File: config.mk
export PLATFORM = sky130hd
export DESIGN_NAME = sd_read_scheduler
export DESIGN_NICKNAME = d
export VERILOG_FILES = /design/src/rtl/sd_read_scheduler.sv
export SDC_FILE = /design/constraint.sdc
export NUM_CORES = 1
export LEC_CHECK = 0
export CORE_MARGIN = 1
export CORE_UTILIZATION = 35
export DETAILED_ROUTE_END_ITERATION = 12
export GPL_TIMING_DRIVEN = 0
export PLACE_DENSITY = 0.61
export REMOVE_ABC_BUFFERS = 1
export SYNTH_ARGS = -nofsm -noshare
export SYNTH_HDL_FRONTEND = slang
export SYNTH_SLANG_ARGS = --single-unit
File: constraint.sdc
create_clock -name clk -period 2.8 [get_ports clk]
set_clock_uncertainty 0.15 [all_clocks]
set_input_delay 0.56 -clock clk [delete_from_list [all_inputs] [get_ports clk]]
set_output_delay 0.56 -clock clk [all_outputs]
set_load 0.03 [all_outputs]
File: src/rtl/sd_read_scheduler.sv
// Shares one SPI-mode SD engine between NUM_REQ block-read requesters: arbitration, CMD17 argument,
// R1/data sequencing with timeout and bounded retry. Define SD_SCHED_RR_EN for round-robin arbitration.
module sd_read_scheduler #(
    parameter int NUM_REQ     = 2,
    parameter int TIMEOUT_CYC = 200000,
    parameter int MAX_RETRY   = 3
) (
    input  logic                  clk,
    input  logic                  rst_n,
    input  logic                  init_done,
    input  logic                  sdsc,
    input  logic [NUM_REQ-1:0]    req_valid,
    input  logic [NUM_REQ*32-1:0] req_sector,
    output logic [NUM_REQ-1:0]    req_grant,
    output logic [NUM_REQ-1:0]    req_done,
    output logic [NUM_REQ-1:0]    req_error,
    output logic                  rd_valid,
    output logic [7:0]            rd_data,
    output logic                  rd_last,
    output logic                  eng_cmd_valid,
    output logic [5:0]            eng_cmd_index,
    output logic [31:0]           eng_cmd_arg,
    input  logic                  eng_cmd_ready,
    input  logic                  eng_r1_valid,
    input  logic [7:0]            eng_r1,
    input  logic                  eng_data_valid,
    input  logic [7:0]            eng_data,
    input  logic                  eng_data_last,
    output logic                  eng_abort,
    output logic [2:0]            state_dbg
);

    localparam int IW = (NUM_REQ > 1) ? $clog2(NUM_REQ) : 1;
    localparam int TW = $clog2(TIMEOUT_CYC + 1);
    localparam int RW = $clog2(MAX_RETRY + 2);

    typedef enum logic [2:0] {
        S_IDLE    = 3'd0,
        S_ISSUE   = 3'd1,
        S_WAIT_R1 = 3'd2,
        S_DATA    = 3'd3,
        S_RETRY   = 3'd4,
        S_DONE    = 3'd5
    } state_t;

    state_t        state;
    logic [TW-1:0] timer;
    logic [9:0]    byte_cnt;
    logic [RW-1:0] retry_cnt;
    logic          failed;

    logic [NUM_REQ-1:0] win_oh;
    logic               win_found;
    logic [31:0]        win_sector;
    logic               addr_ovf;
    logic               is_last_byte;
    logic               timed_out;

`ifdef SD_SCHED_RR_EN
    logic [IW-1:0] rr_ptr;
    logic [IW-1:0] win_idx;
    int            pick;
`endif

    assign state_dbg = state;

    // Search order k=0..NUM_REQ-1; round-robin rotates the order to start at rr_ptr.
    always_comb begin
        win_oh     = '0;
        win_found  = 1'b0;
        win_sector = '0;
`ifdef SD_SCHED_RR_EN
        win_idx = '0;
        pick    = 0;
`endif
        for (int k = 0; k < NUM_REQ; k++) begin
`ifdef SD_SCHED_RR_EN
            pick = int'(rr_ptr) + k;
            if (pick >= NUM_REQ) pick = pick - NUM_REQ;
`endif
            for (int i = 0; i < NUM_REQ; i++) begin
`ifdef SD_SCHED_RR_EN
                if (!win_found && req_valid[i] && (i == pick)) begin
                    win_idx = IW'(i);
`else
                if (!win_found && req_valid[i] && (i == k)) begin
`endif
                    win_found  = 1'b1;
                    win_oh[i]  = 1'b1;
                    win_sector = req_sector[32*i +: 32];
                end
            end
        end
    end

    // SDSC byte address is sector*512; sectors at or above 2^23 do not fit in 32 bits.
    assign addr_ovf     = sdsc && (win_sector[31:23] != 9'd0);
    assign is_last_byte = (byte_cnt == 10'd511);
    assign timed_out    = (timer == TW'(TIMEOUT_CYC - 1));

    // Command handshake: a command transfers on a cycle with eng_cmd_valid=1 and
    // eng_cmd_ready=1; valid and arg stay stable until then.
    always_ff @(posedge clk) begin
        if (!rst_n) begin
            state         <= S_IDLE;
            timer         <= '0;
            byte_cnt      <= '0;
            retry_cnt     <= '0;
            failed        <= 1'b0;
            req_grant     <= '0;
            req_done      <= '0;
            req_error     <= '0;
            rd_valid      <= 1'b0;
            rd_data       <= '0;
            rd_last       <= 1'b0;
            eng_cmd_valid <= 1'b0;
            eng_cmd_index <= '0;
            eng_cmd_arg   <= '0;
            eng_abort     <= 1'b0;
`ifdef SD_SCHED_RR_EN
            rr_ptr        <= '0;
`endif
        end else begin
            rd_valid  <= 1'b0;
            rd_last   <= 1'b0;
            eng_abort <= 1'b0;
            case (state)
                S_IDLE: begin
                    if (init_done && win_found) begin
                        req_grant   <= win_oh;
                        eng_cmd_arg <= sdsc ? {win_sector[22:0], 9'b0} : win_sector;
                        retry_cnt   <= '0;
                        failed      <= addr_ovf;
                        state       <= addr_ovf ? S_DONE : S_ISSUE;
`ifdef SD_SCHED_RR_EN
                        rr_ptr <= (win_idx == IW'(NUM_REQ - 1)) ? '0 : win_idx + 1'b1;
`endif
                    end
                end
                S_ISSUE: begin
                    if (!eng_cmd_valid) begin
                        eng_cmd_valid <= 1'b1;
                        eng_cmd_index <= 6'd17;
                    end else if (eng_cmd_ready) begin
                        eng_cmd_valid <= 1'b0;
                        eng_cmd_index <= '0;
                        timer         <= '0;
                        state         <= S_WAIT_R1;
                    end
                end
                S_WAIT_R1: begin
                    if (eng_r1_valid) begin
                        if (eng_r1 == 8'h00) begin
                            timer    <= '0;
                            byte_cnt <= '0;
                            state    <= S_DATA;
                        end else begin
                            eng_abort <= 1'b1;
                            state     <= S_RETRY;
                        end
                    end else if (timed_out) begin
                        eng_abort <= 1'b1;
                        state     <= S_RETRY;
                    end else begin
                        timer <= timer + 1'b1;
                    end
                end
                S_DATA: begin
                    if (eng_data_valid) begin
                        // The engine's end marker must coincide exactly with byte 511.
                        if (eng_data_last != is_last_byte) begin
                            eng_abort <= 1'b1;
                            state     <= S_RETRY;
                        end else begin
                            rd_valid <= 1'b1;
                            rd_data  <= eng_data;
                            rd_last  <= is_last_byte;
                            byte_cnt <= byte_cnt + 1'b1;
                            if (is_last_byte) begin
                                failed <= 1'b0;
                                state  <= S_DONE;
                            end
                        end
                    end else if (byte_cnt == 10'd0) begin
                        if (timed_out) begin
                            eng_abort <= 1'b1;
                            state     <= S_RETRY;
                        end else begin
                            timer <= timer + 1'b1;
                        end
                    end
                end
                S_RETRY: begin
                    retry_cnt <= retry_cnt + 1'b1;
                    if (retry_cnt < RW'(MAX_RETRY)) begin
                        state <= S_ISSUE;
                    end else begin
                        failed <= 1'b1;
                        state  <= S_DONE;
                    end
                end
                S_DONE: begin
                    // First cycle raises the pulses, second cycle drops them with the grant.
                    if (req_done == '0) begin
                        req_done  <= req_grant;
                        req_error <= failed ? req_grant : '0;
                    end else begin
                        req_done  <= '0;
                        req_error <= '0;
                        req_grant <= '0;
                        state     <= S_IDLE;
                    end
                end
                default: state <= S_IDLE;
            endcase
        end
    end

endmodule
### Yosys cells after proc, flatten, opt, wreduce, memory -nomap -nowiden

Cells that the tools add are included.

* add/sub/neg operators: 3
* multiply operators: 0
* div/mod/pow operators: 0
* magnitude comparators: 1
* equal/unequal tests: 24
* shift-type cells: 0
* muxes and demuxes: 58
* bitwise operators: 4
* reductions and logical operators: 25

Operators by type and width (number)
* $mux 18: 7
* $mux 32: 3
* $pmux 18 s3: 1
* $mux 3: 14
* $mux 10: 4
* $ne 2x2->1 const B: 12
* $pmux 10 s2: 1
* $add 18x1->18 const B: 1
* $eq 18x18->1 const B: 1
* $pmux 3 s6: 1
* $reduce_and 6->1: 3
* $mux 1: 17
* $mux 6: 2
* $add 10x1->10 const B: 1
* $eq 10x9->1 const B: 1
* $logic_not 10->1: 1
* $reduce_bool 9->1: 1
* $logic_not 8->1: 1
* $mux 2: 4
* $reduce_and 2->1: 4
* $eq 3x2->1 const B: 2
* $eq 3x3->1 const B: 2
* $ne 3x3->1 const B: 2
* $pmux 3 s2: 1
* other kinds (19): 28

* flip-flop bits (word level): 91
* bits in latches: 0
* memory bits (writable): 0
* ROM bits: 0
* output and inout bits: 59
* word-level logic and storage cells: 130
* memories: 0

### Longest topological paths before layout

Gate-level depths: netlist of run 1.

* depth after elaboration: 9
* depth in mapped cells: 9
* mapped depth without buffers: 8

### Worst setup path before layout of run 1

No wires, ideal clock.

* kind: register to register
* start point: register state[0] (netlist: state_dbg[0])
* end point: register timer[12]
* setup time: 0.117 ns
* data arrival time: 1.845 ns
* required time: 2.533 ns
* path slack: 0.688 ns
* stages on the path, launching flop included: 8
* clock period less this slack: 2.112 ns
* cells stage by stage: dfxtp_1 -> inv_2 -> or3_4 -> a31oi_4 -> buf_4 -> and3_1 -> o32ai_1 -> a22o_1

* word-level cells in the longest chain between the ends: 3

Ends and longest elaborated chain
* from (decl): line 46 `state_t state;`
* from (signal assigned): line 134 `state <= addr_ovf ? S_DONE : S_ISSUE;`
* $eq 3x2->1 / $eq 3x1->1 (equally long branches): line 127 `case (state)`
* $ne 3x3->1 (no line), or another cell as far along
* $reduce_and 6->1 (no line)
* to (signal assigned): line 165 `timer <= timer + 1'b1;`
* to (signal assigned): line 189 `timer <= timer + 1'b1;`
* to (decl): line 47 `logic [TW-1:0] timer;`

Parallel ways exist; a longest one is shown, timed or not.
A chain may end at the register's enable or synchronous reset.

### Final worst setup path of run 1

* start point: input eng_r1[5]
* end point: register timer[2]

* word-level cells in the longest chain between the ends: 3

Ends and longest elaborated chain
* from (decl): line 25 `input logic [7:0] eng_r1,`
* $logic_not 8->1: line 153 `if (eng_r1 == 8'h00) begin`
* $ne 3x3->1 (no line)
* $reduce_and 6->1 (no line)

No other way between the ends.

==> key figures, run 1 <==
Cells and area
  – Utilization after layout: 0.509
  – Finished Layout Cells: 849
  – Area delta synth->final: 41.3%
  – Ant. Diodes: 0
  – Fin area: 6450 sq um
  – Nets: 766
  – Multi-input gate area: 2650 sq um
  – Ratio of cells with drive above 1 in the final layout: 0.0783
  – Filler cells: 1231
  – Sequential Area: between 1500 and 2000 sq um

Synth
  – Mux cell area share after synthesis: 0.0197
  – Post-synth top cells: dfxtp_1, nor2_1, a21oi_1, a22oi_1, nand2_1
  – Async set-reset flop share out of synthesis: 0
  – FF+latch count, synth: 86
  – Number of library cell types mapped by synthesis: 69
  – Count leader, synth: dfxtp_1
  – Post-synth top area share: 0.377
  – Yosys warning total: 0
  – Compound-Gate Fraction of Synth Area: 0.225
  – Post-Synth Simple-Gate Area: 0.275
  – XOR/XNOR Fraction of Synth Area: 0.0368
  – Sequential element share of the synthesized area: 0.377
  – Yosys top cell by area: dfxtp_1
  – Largest family of logic cells by synthesized area: simple AND/OR/NAND/NOR gates
  – Synth Flop Type: dfxtp_1
  – Mapped Area: roughly 4600 sq um
  – Cell count after synthesis: 551
  – Adder-cell share of the synthesized area: 0.0110
  – Ranking of synthesized cells by area: dfxtp_1, nor2_1, a21oi_1, a22oi_1, a211oi_1
  – Synthesized area per cell: 8.28 sq um
  – Number of synthesized flops with an enable pin: 0

Clocking
  – Total CTS buffers: 9
  – Root Buffer: clkbuf_16
  – TritonCTS clock tree: built
  – Sink Count: 86
  – CTS clk-pin slew, worst paths: about 0.060 ns
  – Worst skew pair latency: 0.34 ns
  – Cts-stage hold buffer count: 0
  – H-tree depth: 3
  – Clock Path Buffers: 2

Setup path
  – Max incr delay on CP: 0.43 ns
  – CP required: between 2 and 3 ns
  – Slowest CP cell: and3_1
  – Crit-path max FO: 13
  – Worst path arrival time: roughly 2.7 ns
  – CP Launch Type: input port
  – Critical Path Most Common Cell: nor4_2
  – Kind of end point of the critical path: flip-flop
  – Critical Path, Cell by Cell: clkdlybuf4s50_1 -> nor4_2 -> nand2_1 -> a31oi_4 -> and3_1 -> nor2_1 -> nor4_2
  – Critical path class: input port to flip-flop

Routing
  – Drt first pass iters: 4
  – Initial drt markers: 326
  – DR DRC count: 0
  – Post-route ant nets: 0
  – Avg WL per Cell: about 15 microns
  – Vias per cell: about 5.3
  – Via count: approximately 4500
  – Post-Route WL: roughly 13 mm

STA
  – Hold Slack: 0.339 ns
  – Relative slew slack: 0.636
  – Final setup TNS: 0 ns
  – Worst slew pin tran: 0.545 ns
  – Min Tclk post-route: 2.56 ns
  – Setup ws final: between 0.2 and 0.25 ns
  – Tcrit/Tclk final: 0.915
  – Setup violation total in the final timing report: 0
  – RSZ-0062 raised after global routing: no
  – Final hold vios: 0
  – Fmax: just under 400 MHz
  – Slew Limit Fails: 0

Die
  – I/O Pins: approximately 150
  – Core area: between 10000 and 15000 sq um
  – Die width: 116 microns
  – Cell Rows: 41
  – DIE HEIGHT: ~120 microns
  – Initial core utilization: 0.360
  – Total Die Area: 13500 sq um

Power
  – Power, Total: 4.12 mW
  – Power per cell area: roughly 640 nW/um^2
  – Worst-case vdd ir drop: 0.000251 V
  – Clock power share: 0.286
  – Part of the power in registers: 0.358
  – Sw power: 1.46 mW
  – Gate power share: 0.357
  – Static leakage: about 2.2 nW
  – Switching part of the total: 0.355
  – P_int: 2.66 mW

Global routing
  – Total global-route track usage: 0.200
  – Largest net degree at the start of global routing: 58
  – First-pass GRT wire length: between 20 and 25 mm
  – Vias in the first global route: 4346
  – Gr ovfl total: 0
  – Initial antenna violation count: 0

Placement
  – Placed Cells: 830
  – Placer Congestion: approximately 0.81
  – PortBufs: 144
  – Placed cell area: 6090 sq um
  – Pre-CTS WS: -1.33 ns
  – Post-detail-place hpwl: 9.48 mm

Hold path
  – Hold crit path type: flip-flop to flip-flop

Run status
  – Status: complete, no violations

Flow run
  – Max Cap Viol: 0
[sequential cells by signal, summed over array words and instances (netlist names)]
signal	flops
eng_cmd_index	1
eng_abort	1
req_done	2
timer	18
state_dbg	3
rd_data	8
eng_cmd_valid	1
failed	1
rd_last	1
req_error	2
eng_cmd_arg	32
rd_valid	1
req_grant	2
byte_cnt	10
retry_cnt	3
[worst max-delay path: cells and delay by family]
kind            cells  cell delay, ns
simple gates        5            1.31
buf+inv             1            0.41
compound gates      1            0.37
[per-layer routing]
metal,routed length [microns],vias to the layer above,track usage
met5,0,-,0
met4,130,0,0.0726
met3,986,10,0.0529
met2,6200,151,0.325
met1,5740,2115,0.257
li1,-,2262,-
[power by group through the flow]
stage                     sequential [mW]  combinational, mW  clock, mW
after floorplan                      1.64              0.687          0
after global placement               1.49               1.38          0
after detailed placement             1.49               1.42          0
after CTS                            1.47               1.43       1.21
after global routing                 1.49               1.61       1.27
final                                1.47               1.47       1.18
[path summary, 6_finish.rpt]
check | from | to | slack [ns] | depth (start not counted)
max | eng_r1[5] | timer[2] | 0.24 | 7
min | eng_cmd_arg[21] | eng_cmd_arg[21] | 0.34 | 2
max reg2reg | byte_cnt[0] | timer[2] | 0.24 | 8
min reg2reg | eng_cmd_arg[21] | eng_cmd_arg[21] | 0.34 | 2
[layout make-up]
class | count | share of cell area
clock buffers | 10 | 0.0355
repair buffers | 151 | 0.238
clock inverters | 6 | 0.00951
multi-input cells | 414 | 0.411
flip-flops and latches | 86 | 0.268
inverters | 10 | 0.00582
well taps | 172 | 0.0334
[cells in the final DEF (no fill, tap or decap), drive strengths merged, types with 2 or more instances in the layout]
| master | Yosys | routed |
|---|---|---|
| buf | 20 | 8 |
| inv | 10 | 11 |
| nand4 | 10 | 10 |
| clkdlybuf4s50 | 0 | 142 |
| nor3 | 19 | 19 |
| o21ai | 6 | 6 |
| nand3 | 22 | 22 |
| or3 | 7 | 7 |
| a32o | 3 | 3 |
| a32oi | 3 | 3 |
| a22oi | 26 | 26 |
| a31oi | 3 | 3 |
| conb | 1 | 4 |
| xnor2 | 9 | 9 |
| and4 | 2 | 2 |
| a21boi | 3 | 3 |
| xor2 | 8 | 8 |
| nand2b | 2 | 2 |
| nand2 | 25 | 25 |
| nor2 | 85 | 85 |
| nor4 | 13 | 13 |
| mux2i | 9 | 9 |
| dfxtp | 86 | 86 |
| clkinv | 0 | 3 |
| a221oi | 8 | 8 |
| a41oi | 2 | 2 |
| o211ai | 4 | 4 |
| nor4b | 2 | 2 |
| and3 | 16 | 16 |
| ha | 4 | 4 |
| a211oi | 24 | 24 |
| nand3b | 3 | 3 |
| a22o | 2 | 2 |
| clkbuf | 24 | 11 |
| nor2b | 19 | 19 |
| a21oi | 48 | 48 |
| a2bb2oi | 3 | 3 |
| o31ai | 4 | 4 |
[timing repair]
item                                    CTS  global route
endpoints found under the setup margin   69            38
resized for setup                         9             7
pin swaps                                 0             1
buffers inserted                          0             3
hold endpoints to repair                  0             0
[kinds of logic after synthesis]
group	Yosys count
buffers and inverters	54
multiplexers	9
AND/OR/NAND/NOR	235
flip-flops	86
adder cells (fa/ha/maj)	4
other	1
AO/OA/AOI/OAI	145
XOR/XNOR	17
Note: power is estimated with default switching activity, not from simulation.
==> inputs of run 2 (changes only) <==
- PLACE_DENSITY: 0.61 -> 0.69
==> run 2 against run 1 <==
Net effect: first-iteration DRC count shrank 43%; core utilization shrank 0.069 points; clock power is essentially flat; total power grew 0.78%; register-to-register slack is essentially flat; routed wire length grew 2.7%; die area is the same; sequential share of layout area is essentially flat; maximum frequency shrank 5.2%; combinational power is essentially flat; critical path depth is the same; via count grew 1.7%; critical path type unchanged.
==> key figures, run 2 (synthesized netlist as in run 1, its figures left out) <==
Placement
  – PortBufs: 144
  – Pre-CTS WS: -1.42 ns
  – Placed cell area: a little over 6000 sq um
  – Placer Congestion: 0.827
  – Post-detail-place hpwl: 9.99 mm

Clocking
  – Clock Path Buffers: 2
  – Sink Count: 86
  – Cts-stage hold buffer count: 0
  – CTS clk-pin slew, worst paths: 0.07 ns
  – Total CTS buffers: 9
  – H-tree depth: 3
  – Worst skew pair latency: about 0.35 ns
  – TritonCTS clock tree: built
  – Root Buffer: clkbuf_16

Routing
  – Post-route ant nets: 0
  – Initial drt markers: 185
  – Vias per cell: 5.42
  – Post-Route WL: ~13 mm
  – Avg WL per Cell: around 16 microns
  – Drt first pass iters: 4
  – DR DRC count: 0
  – Via count: ~4600

Die
  – DIE HEIGHT: 116 microns
  – Cell Rows: 41
  – Total Die Area: 13500 sq um
  – Core area: 12700 sq um
  – Die width: 116 microns
  – Initial core utilization: 0.360
  – I/O Pins: roughly 150

Setup path
  – Worst path arrival time: 2.77 ns
  – Critical path class: input port to flip-flop
  – Max incr delay on CP: 0.71 ns
  – CP required: ~2.9 ns
  – Kind of end point of the critical path: flip-flop
  – Critical Path, Cell by Cell: clkdlybuf4s50_1 -> and3b_1 -> a32o_1 -> o31ai_2 -> nor3_1 -> xnor2_1 -> nor2_1
  – Slowest CP cell: clkdlybuf4s50_1
  – R2R cell count: 6
  – Crit-path max FO: 11
  – CP Launch Type: input port

STA
  – Final setup TNS: 0 ns
  – Final hold vios: 0
  – Setup violation total in the final timing report: 0
  – Setup ws final: 0.0995 ns
  – RSZ-0062 raised after global routing: no
  – Fmax: between 300 and 400 MHz
  – Slew Limit Fails: 0
  – Tcrit/Tclk final: 0.964
  – Min Tclk post-route: 2.70 ns
  – Worst slew pin tran: roughly 0.97 ns
  – Relative slew slack: 0.355

Cells and area
  – Fin area: 6440 sq um
  – Nets: 768
  – Ant. Diodes: 0
  – Biggest registers after layout: eng_cmd_arg (32), timer (18), byte_cnt (10)
  – Area delta synth->final: 41.1%
  – Max reg flops: 32
  – Commonest non-fill, non-tap cell in the layout: clkdlybuf4s50_1
  – Most frequent cells in the layout: clkdlybuf4s50_1, dfxtp_1, nor2_1
  – Top reg by flops: eng_cmd_arg
  – Ratio of cells with drive above 1 in the final layout: 0.0810

Global routing
  – First-pass GRT wire length: 22.1 mm
  – Total global-route track usage: 0.210
  – Gr ovfl total: 0
  – Initial antenna violation count: 0
  – Largest net degree at the start of global routing: 58
  – Vias in the first global route: 4496

Flow run
  – Max Cap Viol: 0

Run status
  – Status: complete, no violations

Power
  – Worst-case vdd ir drop: 0.000394 V
  – Power, Total: between 4 and 5 mW
  – Power per cell area: 644 nW/um^2
  – Static leakage: 2.23 nW

Hold path
  – Hold crit path type: flip-flop to flip-flop
  – WHS Path Cells: 2
run 2: cell count changes in the layout (fill, tap and decap cells not counted), sizes merged:
| cell | before | now |
|---|---|---|
| clkinv | 3 | 1 |
| inv | 11 | 15 |
| bufinv | 1 | 0 |
| buf | 8 | 10 |
| clkbuf | 11 | 10 |
run 2: final timing paths:
kind / startpoint / endpoint / slack (ns)
max: eng_data_last / byte_cnt[6] / 0.1
max reg2reg: state_dbg[1] / timer[12] / 0.23
min: eng_cmd_arg[14] / eng_cmd_arg[14] / 0.34
min reg2reg: eng_cmd_arg[14] / eng_cmd_arg[14] / 0.34
run 2: through the flow:
stage / util / instances / hold WS, ns
finish: 0.508 / 851 / 0.339
global route: 0.508 / 851 / 0.368
CTS: 0.503 / 845 / 0.347
detailed placement: 0.479 / 829 / 0.329
global placement: 0.475 / 826 / 0.317
floorplan: - / 510 / 0.312
run 2: where the power goes:
group	switching, mW	total, mW	internal (mW)	leakage [nW]
registers	0.143	1.48	1.33	0.697
clock network	0.546	1.17	0.622	0.139
logic	0.854	1.50	0.651	1.40
run 2: worst max-delay path, delay by kind of cell:
family | cells | cell delay [ns]
AOI/OAI and AO/OA | 2 | 0.88
buffers and inverters | 1 | 0.71
and+or+nand+nor | 3 | 0.44
xor gates and xnor gates | 1 | 0.18
run 2: cell type report:
cell class | count | area (sq um)
clock buffers | 9 | 225
clock inverters | 7 | 62.6
fillers | 1226 | 6230
inverters | 10 | 37.5
multi-input cells | 414 | 2640
flip-flops and latches | 86 | 1720
well taps | 172 | 215
repair buffers | 153 | 1530
run 2: timing repair:
item	in CTS	in global routing
setup buffers	0	6
cloned	0	0
gates resized for setup	10	4
endpoints found under the setup margin	68	9
pin swaps	1	0
run 2: metal layers:
layer / vias up / share of wire / GRT usage
met2: 172 / 0.49 / 0.365
met4: 0 / 0.014 / 0.0667
met5: - / 0 / 0
li1: 2267 / - / -
met1: 2161 / 0.41 / 0.248
met3: 13 / 0.083 / 0.0618
==> inputs of run 3 (changes only) <==
- HOLD_SLACK_MARGIN: not set -> 0.03
==> results of run 3 <==
Final layout, timing and power as in run 2 (identical DEF).
